File: src/rtl/dif_fft8.sv
// ============================================================================
// dif_fft8 -- pipelined 8-point radix-2 decimation-in-frequency FFT
// ----------------------------------------------------------------------------
// Takes one complete frame of eight complex samples per clock and produces
// the eight frequency bins in natural order three clocks later.  Every
// butterfly halves its results, so the output is the DFT scaled by 1/8 and
// can never overflow.
//
// Sample packing (inputs and outputs): [31:16] real, [15:0] imaginary,
// both signed Q1.15.
//
// Ports
//   clk        in   1   rising-edge clock
//   rst        in   1   asynchronous, active-high reset
//   in_valid   in   1   xn0..xn7 carry a frame this cycle
//   xn0..xn7   in   32  time samples x[0]..x[7]
//   out_valid  out  1   xk0..xk7 carry a finished frame
//   xk0..xk7   out  32  frequency bins X[0]..X[7], natural order
//
// Parameter
//   TW         cos(pi/4) in Q1.15, the magnitude used by W8^1 and W8^3
//
// Build option
//   DIF_FFT_ROUND_EN  when defined, every halving and every twiddle rescale
//                     adds half an LSB before shifting (round half up).
//                     When undefined, plain arithmetic-shift truncation.
//                     Latency and interface are the same in both builds.
// ============================================================================
module dif_fft8 #(
    parameter int TW = 23170
) (
    input  logic        clk,
    input  logic        rst,
    input  logic        in_valid,
    input  logic [31:0] xn0,
    input  logic [31:0] xn1,
    input  logic [31:0] xn2,
    input  logic [31:0] xn3,
    input  logic [31:0] xn4,
    input  logic [31:0] xn5,
    input  logic [31:0] xn6,
    input  logic [31:0] xn7,
    output logic        out_valid,
    output logic [31:0] xk0,
    output logic [31:0] xk1,
    output logic [31:0] xk2,
    output logic [31:0] xk3,
    output logic [31:0] xk4,
    output logic [31:0] xk5,
    output logic [31:0] xk6,
    output logic [31:0] xk7
);

    // Twiddle magnitude widened so the 18 x 18 product stays signed.
    localparam logic signed [35:0] TWC = 36'(TW);

    // ------------------------------------------------------------------------
    // Arithmetic helpers
    // ------------------------------------------------------------------------

    // Clamp a wide signed value into the Q1.15 range.
    function automatic logic signed [15:0] sat16(input logic signed [35:0] v);
        if (v > 36'sd32767) begin
            return 16'sh7fff;
        end else if (v < -36'sd32768) begin
            return 16'sh8000;
        end else begin
            return v[15:0];
        end
    endfunction

    // Halve a 17-bit sum or difference.  With truncation the result always
    // fits 16 bits; with rounding the difference 32767 - (-32768) would
    // round up to 32768, so the clamp keeps that single corner in range.
    function automatic logic signed [15:0] shr1(input logic [16:0] v);
        logic signed [35:0] t;
        t = {{19{v[16]}}, v};
`ifdef DIF_FFT_ROUND_EN
        t = t + 36'sd1;
`endif
        return sat16(t >>> 1);
    endfunction

    // Multiply an 18-bit signed value by cos(pi/4) and rescale by 2^-15.
    // (a+b) can reach 65534, and 65534 * 0.7071 exceeds full scale, so the
    // result is clamped.
    function automatic logic signed [15:0] mulc(input logic [17:0] v);
        logic signed [35:0] p;
        p = $signed({{18{v[17]}}, v}) * TWC;
`ifdef DIF_FFT_ROUND_EN
        p = p + 36'sd16384;
`endif
        return sat16(p >>> 15);
    endfunction

    // Rotate d = a + jb by W8^k, k = 0..3.  Returns {re, im}.
    // W8^2 = -j is an exact swap and negate; only -(-32768) needs a clamp.
    // For W8^3 the negation is taken before the rescale, so truncation of
    // the negative product rounds toward minus infinity like every other
    // shift in the datapath.
    function automatic logic [31:0] twiddle(input logic [1:0] k,
                                            input logic [15:0] a,
                                            input logic [15:0] b);
        logic [17:0]        apb;
        logic [17:0]        bma;
        logic signed [15:0] re;
        logic signed [15:0] im;
        apb = {{2{a[15]}}, a} + {{2{b[15]}}, b};
        bma = {{2{b[15]}}, b} - {{2{a[15]}}, a};
        re  = a;
        im  = b;
        case (k)
            2'd1: begin
                re = mulc(apb);
                im = mulc(bma);
            end
            2'd2: begin
                re = b;
                im = sat16(36'sd0 - $signed({{20{a[15]}}, a}));
            end
            2'd3: begin
                re = mulc(bma);
                im = mulc(18'd0 - apb);
            end
            default: begin
                re = a;
                im = b;
            end
        endcase
        return {re, im};
    endfunction

    // Radix-2 DIF butterfly on packed complex words p and q.
    // Returns {sum, rotated difference}, each a packed 32-bit complex word.
    // Sums and differences are formed at 17 bits so they never wrap.
    function automatic logic [63:0] bfly(input logic [31:0] p,
                                         input logic [31:0] q,
                                         input logic [1:0]  k);
        logic [15:0] sr;
        logic [15:0] si;
        logic [15:0] dr;
        logic [15:0] di;
        sr = shr1({p[31], p[31:16]} + {q[31], q[31:16]});
        si = shr1({p[15], p[15:0]}  + {q[15], q[15:0]});
        dr = shr1({p[31], p[31:16]} - {q[31], q[31:16]});
        di = shr1({p[15], p[15:0]}  - {q[15], q[15:0]});
        return {sr, si, twiddle(k, dr, di)};
    endfunction

    // ------------------------------------------------------------------------
    // Datapath
    // ------------------------------------------------------------------------
    logic [7:0][31:0] x;
    logic [7:0][31:0] n1;
    logic [7:0][31:0] n2;
    logic [7:0][31:0] n3;
    logic [7:0][31:0] s1;
    logic [7:0][31:0] s2;
    logic [7:0][31:0] s3;
    logic             v1;
    logic             v2;

    assign x = {xn7, xn6, xn5, xn4, xn3, xn2, xn1, xn0};

    // Stage 1 combines samples four apart; the difference of pair n is
    // rotated by W8^n and lands in slot n+4.
    for (genvar j = 0; j < 4; j++) begin : g_st1
        assign {n1[j], n1[j+4]} = bfly(x[j], x[j+4], 2'(j));
    end

    // Stage 2 works inside each half, combining slots two apart.  The
    // second pair of each half (m = 1) takes the -j rotation.
    for (genvar j = 0; j < 4; j++) begin : g_st2
        localparam int         P = (j / 2) * 4 + (j % 2);
        localparam logic [1:0] K = ((j % 2) == 1) ? 2'd2 : 2'd0;
        assign {n2[P], n2[P+2]} = bfly(s1[P], s1[P+2], K);
    end

    // Stage 3 combines neighbouring slots with no rotation.
    for (genvar j = 0; j < 4; j++) begin : g_st3
        assign {n3[2*j], n3[2*j+1]} = bfly(s2[2*j], s2[2*j+1], 2'd0);
    end

    // Stage 1 register: captures the first butterfly column whenever a new
    // frame arrives and holds otherwise.  Reset wipes any frame in flight.
    always_ff @(posedge clk or posedge rst) begin
        if (rst) begin
            v1 <= 1'b0;
            s1 <= '0;
        end else begin
            v1 <= in_valid;
            if (in_valid) begin
                s1 <= n1;
            end
        end
    end

    // Stage 2 register: advances only when stage 1 holds a live frame.
    always_ff @(posedge clk or posedge rst) begin
        if (rst) begin
            v2 <= 1'b0;
            s2 <= '0;
        end else begin
            v2 <= v1;
            if (v1) begin
                s2 <= n2;
            end
        end
    end

    // Stage 3 register doubles as the output register, so the bins stay
    // stable between frames and out_valid lines up with them exactly.
    always_ff @(posedge clk or posedge rst) begin
        if (rst) begin
            out_valid <= 1'b0;
            s3        <= '0;
        end else begin
            out_valid <= v2;
            if (v2) begin
                s3 <= n3;
            end
        end
    end

    // DIF leaves the bins in bit-reversed slot order; untangle by wiring.
    assign xk0 = s3[0];
    assign xk4 = s3[1];
    assign xk2 = s3[2];
    assign xk6 = s3[3];
    assign xk1 = s3[4];
    assign xk5 = s3[5];
    assign xk3 = s3[6];
    assign xk7 = s3[7];

endmodule

File: config.mk
export PLATFORM = sky130hd
export DESIGN_NAME = dif_fft8
export DESIGN_NICKNAME = d
export VERILOG_FILES = /design/src/rtl/dif_fft8.sv
export SDC_FILE = /design/constraint.sdc
export NUM_CORES = 2
export LEC_CHECK = 0
export BUFFER_PORTS_ARGS = -buffer_cell sky130_fd_sc_hd__buf_2
export CAP_MARGIN = 20
export CORE_MARGIN = 2
export CORE_UTILIZATION = 45
export DETAILED_ROUTE_END_ITERATION = 8
export PLACE_DENSITY = 0.64
export SYNTH_ARGS = -nofsm -noshare
export SYNTH_HDL_FRONTEND = slang
export SYNTH_SLANG_ARGS = --single-unit
File: constraint.sdc
create_clock -name clk -period 39.5 [get_ports clk]
set_clock_uncertainty 0.15 [all_clocks]
set_input_delay 7.9 -clock clk [delete_from_list [all_inputs] [get_ports clk]]
set_output_delay 7.9 -clock clk [all_outputs]
set_load 0.02 [all_outputs]
### Word level (Yosys, flattened, before mapping)

Cells that the tools add are included.

| word-level totals | value |
|---|---|
| output and inout port bits | 257 |
| bits of input ports | 259 |
| register bits | 771 |
| ROM bits | 0 |
| memory bits (writable) | 0 |
| bits in latches | 0 |
| memories | 0 |

| operators by class | value |
|---|---|
| mux-type cells | 110 |
| multipliers | 4 |
| divide/modulo/power cells | 0 |
| bitwise logic cells | 0 |
| add/sub/neg operators | 56 |
| reductions and logical operators | 0 |
| equality and inequality tests | 0 |
| $lt $le $gt $ge | 110 |
| shift operators | 0 |

Operator list:

| cell | number |
|---|---|
| 2-to-1 mux 16 bit | 110 |
| > comparator 16 bit (second input constant) | 48 |
| less-than comparator 16 bit (second input constant) | 48 |
| adder 16 x 16 -> 17 bit | 26 |
| subtractor 16 x 16 -> 17 bit | 26 |
| multiplier 17 x 15 -> 32 bit (second input constant) | 3 |
| > comparator 18 x 16 -> 1 bit (second input constant) | 3 |
| less-than comparator 18 x 16 -> 1 bit (second input constant) | 3 |
| > comparator 17 x 16 -> 1 bit (second input constant) | 3 |
| less-than comparator 17 x 16 -> 1 bit (second input constant) | 3 |
| subtractor 1 x 16 -> 17 bit (first input constant) | 3 |
| multiplier 18 x 15 -> 33 bit (second input constant) | 1 |
| > comparator 19 x 16 -> 1 bit (second input constant) | 1 |
| less-than comparator 19 x 16 -> 1 bit (second input constant) | 1 |
| subtractor 1 x 17 -> 18 bit (first input constant) | 1 |

### Logic depth before layout (Yosys ltp)

| logic depth | value |
|---|---|
| depth in word-level cells | 10 |
| mapped depth | 45 |

### Worst setup path before layout

No wires, ideal clock.

| timing path | value |
|---|---|
| path type | input -> register |
| start point | input port xn7[17] |
| end point | register s1[236] in the netlist's numbering |
| path slack | 21.869 ns |
| arrival | 17.335 ns |
| cell stages on the path | 42 |
| setup time | 0.147 ns |
| cell sequence | inv_1 ha_1 a21o_1 a21o_1 a21o_1 a21o_1 a21o_1 a21o_1 a21oi_1 o21ai_0 a2111oi_0 nor2_1 xnor2_1 ha_1 inv_1 ha_1 or3_1 o211a_1 (+6 left out) fa_1 fa_1 fa_1 ha_1 ha_1 a21oi_1 nor2b_1 o21ai_0 nand2b_1 a21oi_1 o21ai_0 a21oi_1 o21ai_0 or4b_2 a31o_2 clkbuf_1 a21oi_1 o22ai_1 |

| between the ends | value |
|---|---|
| longest elaborated chain between the ends | 10 |
| elaborated cells between the ends (all ways) | 12 |
| those cells by class | 3 x add/sub; 1 x mul; 4 x order compare; 4 x mux |

Ends and longest elaborated chain:

| item | RTL line | text |
|---|---|---|
| start: declaration | 42 | `input logic [31:0] xn7,` |
| subtractor 16 x 16 -> 17 bit (*) | 145 | `dr = shr1({p[31], p[31:16]} - {q[31], q[31:16]});` |
| less-than comparator 16 bit | 65 | `end else if (v < -36'sd32768) begin` |
| 2-to-1 mux 16 bit | 65 |  |
| 2-to-1 mux 16 bit (*) | 63 | `if (v > 36'sd32767) begin` |
| adder 16 x 16 -> 17 bit (*) | 108 | `apb = {{2{a[15]}}, a} + {{2{b[15]}}, b};` |
| subtractor 1 x 17 -> 18 bit (*) | 123 | `im = mulc(18'd0 - apb);` |
| multiplier 18 x 15 -> 33 bit (*) | 89 | `p = $signed({{18{v[17]}}, v}) * TWC;` |
| less-than comparator 19 x 16 -> 1 bit | 65 |  |
| 2-to-1 mux 16 bit | 65 |  |
| 2-to-1 mux 16 bit (*) | 63 |  |
| end signal: assignment | 193 | `s1 <= n1;` |
| end: declaration | 157 | `logic [7:0][31:0] s1;` |

Mark *: on every way between the ends. The rest lies on a longest branch, timed or not.
A chain may end at the register's enable or synchronous reset.

### Final worst setup path

| timing path | value |
|---|---|
| start point | input port xn3[16] |
| end point | register s1[233] in the netlist's numbering |

| between the ends | value |
|---|---|
| longest elaborated chain between the ends | 10 |
| elaborated cells between the ends (all ways) | 12 |
| those cells by class | 3 x add/sub; 1 x mul; 4 x order compare; 4 x mux |

Ends and longest elaborated chain:

| item | RTL line | text |
|---|---|---|
| start: declaration | 38 | `input logic [31:0] xn3,` |
| subtractor 16 x 16 -> 17 bit (*) | 145 |  |
| less-than comparator 16 bit | 65 |  |
| 2-to-1 mux 16 bit | 65 |  |
| 2-to-1 mux 16 bit (*) | 63 |  |
| adder 16 x 16 -> 17 bit (*) | 108 |  |
| subtractor 1 x 17 -> 18 bit (*) | 123 |  |
| multiplier 18 x 15 -> 33 bit (*) | 89 |  |
| less-than comparator 19 x 16 -> 1 bit | 65 |  |
| 2-to-1 mux 16 bit | 65 |  |
| 2-to-1 mux 16 bit (*) | 63 |  |

Marked as above.

==> metrics.txt <==
Crit-path slowest cell a211oi_1; Final Max Tran Viols 0; Final setup violation count 0; Crit path largest cell delay roughly 0.83 ns; hold-critical path depth 1; Seq/Total Area, Yosys 24.6%; area taken by multi-input logic gates around 54000 µm²; most frequent cells in the layout ha_1 (1301), inv_1 (1211), a21oi_1 (922); Worst Setup End Kind flop; Post-DP HPWL around 210 mm; # DRC 0; hold_buf cts 0; global-route wire length before repair ~370 mm; hold wc startpoint xk4[5]; final WL approximately 250 mm; flop-to-flop setup slack about 35 ns; post-route ant nets 0; CTS buffer count just over 90; Die Y approximately 420 µm; Synth Flop Type dfrtp_1; Async SR Flop Fraction between 90% and 100%; All-Layer GR Usage a little over a quarter; Root Buffer clkbuf_16; worst r2r src s1[48]; H-tree levels 3; gr ovfl total 0; RSZ-0062 raised after global routing false; Synth Net Count ~11000; clock buffer depth 3; Worst-Skew Late Latency between 0.7 and 0.8 ns; crit path launch type input pin; setup_tns 0 ns; status finished clean; setup repair bufs after CTS 0; Initial Util 45.3%; MaxCap Viol Count 0; CORE AREA 174000 µm²; final net count approximately 11000; Layout area overhead 10.2%; input/output buffers 515; cell mode on critical path fa_1; initial DRC count between 4000 and 5000; CTS tree done; routability cong. about 0.97; syn avg cell area ~8.9 µm²; critical path class in2reg; sink of the worst hold path xk4[5]; CTS resizes 0; Yosys cell types slightly above 90; num ports a little over 500; CP arrival 18.79 ns; Clock Sinks about 770; worst-margin pin slew 1.06 ns; vias in the first global route a little over 60000; Syn Inst Count between 8000 and 9000; routed len/inst roughly 21 µm; layout cells sized above 1 between 10% and 20%; CP Max Fanout 17; final hold viol count 0; r2r endpoint s2[102]; Required @ worst endpoint ~40 ns; Worst slew margin between 20% and 30%; commonest non-fill, non-tap cell in the layout ha_1; Worst Reg-to-Reg Cells 14; largest net degree at the start of global routing slightly above 200; Post-synth EDFFs 0; Die Wd ~420 µm; die area between 150000 and 200000 µm²; row cnt 153; Syn. warnings 0; Reg area just under 20000 µm²; # fillers around 17000; initial antenna violation count between 50 and 60; min-delay worst type reg2reg; max frequency 54.6 MHz; total vias in the final route roughly 63000; post-synthesis register bit count 771; router iterations before antenna repair 6; Final period util a little under half; vias per std cell 5.41; CTS clk-pin slew, worst paths approximately 0.060 ns; Period minus WS final between 15 and 20 ns; mapped cell area 78600 µm²
-- per-layer routing --
metal | global-route usage [%] | up-vias | part of all wire, %
met5 | 0 | - | 0.019
met4 | 13.1 | 6 | 5.0
met3 | 2.12 | 371 | 3.8
met2 | 45.5 | 1455 | 47
met1 | 35.8 | 30400 | 45
li1 | - | 30700 | -
-- metrics by stage --
stage | cell area (µm²) | util, % | cells | hold WS [ns] | worst slack [ns]
finish | 86600 | 49.9 | 11600 | 0.350 | 21.19
global route | 86600 | 49.9 | 11600 | 0.363 | 20.51
CTS | 86400 | 49.8 | 11600 | 0.354 | 21.17
detailed placement | 83300 | 48.0 | 11400 | 0.340 | 20.43
global placement | 83300 | 48.0 | 11400 | 0.334 | 20.68
floorplan | 78600 | - | 8848 | 0.202 | 9.81
-- critical path: cells and delay by family --
family	cells	cell delay, ns
adders and majority gates	9	3.57
buffers and inverters	4	0.58
AOI/OAI and AO/OA	19	4.61
xor gates and xnor gates	2	0.59
and+or+nand+nor	6	1.53
-- cells by family (layout without fill, tap and decap cells) --
logic type	count (synthesis)	count (layout)	share of synthesized area [%]
xor+xnor	763	763	8.52
simple gates	1797	1797	10.9
flops	771	771	24.6
mux	239	239	3.40
buf+inv	1523	1943	7.30
compound gates	2150	2150	16.8
other cells	0	35	0
fa+ha+maj	1605	1605	28.5
-- registers in the layout, indices dropped and copies added, names as in the netlist, 32 cells and up --
| register | flops |
|---|---|
| s1 | 256 |
| s2 | 256 |
| xk0 | 32 |
| xk1 | 32 |
| xk2 | 32 |
| xk3 | 32 |
| xk4 | 32 |
| xk5 | 32 |
| xk6 | 32 |
| xk7 | 32 |
-- cell usage after synthesis (17+ instances only) --
master | instances | area [µm²]
o211ai_1 | 61 | 458
inv_1 | 1213 | 4550
and2_1 | 38 | 238
o2bb2ai_1 | 20 | 175
xnor2_1 | 643 | 5630
ha_1 | 1301 | 16300
nand3_1 | 78 | 390
o21bai_1 | 194 | 1460
or2_2 | 27 | 169
o22ai_1 | 41 | 257
a21oi_1 | 922 | 4610
nor3_1 | 131 | 656
nand3b_1 | 35 | 263
o31ai_1 | 27 | 203
clkbuf_1 | 281 | 1050
nand2b_1 | 107 | 669
nand4_1 | 18 | 113
dfrtp_1 | 771 | 19300
o21a_1 | 57 | 428
and3_1 | 27 | 169
xor2_1 | 119 | 1040
fa_1 | 304 | 6090
or3_1 | 48 | 300
nor4_1 | 28 | 175
buf_1 | 17 | 63.8
mux2_2 | 223 | 2510
o41ai_1 | 32 | 280
a31oi_1 | 54 | 338
a21o_1 | 143 | 1070
a31o_2 | 24 | 210
nand2_1 | 316 | 1190
nor2_1 | 760 | 2850
o21ai_0 | 339 | 1700
a211oi_1 | 36 | 270
nor2b_1 | 91 | 569
-- cell type report --
class,count,area share (%)
diodes,35,0.101
clock buffers,118,2.92
clock inverters,45,0.712
inverters,1216,5.28
multi-input cells,6554,61.9
flip-flops and latches,771,22.3
well taps,2325,3.36
repair buffers,564,3.48
-- how the worst max path moves through the flow --
| stage | start | cells after the start | to |
|---|---|---|---|
| after global placement | xn3[16] | 39 | s1[237] |
| final | xn3[16] | 40 | s1[233] |
| after CTS | xn3[16] | 39 | s1[226] |
| after global routing | xn3[16] | 40 | s1[231] |
| after floorplan | rst | 1 | out_valid |
| after detailed placement | xn3[16] | 39 | s1[226] |
Power is left out: the tool's default activity adds up to more than one toggle a clock period on the data nets, which glitch-free logic cannot reach.
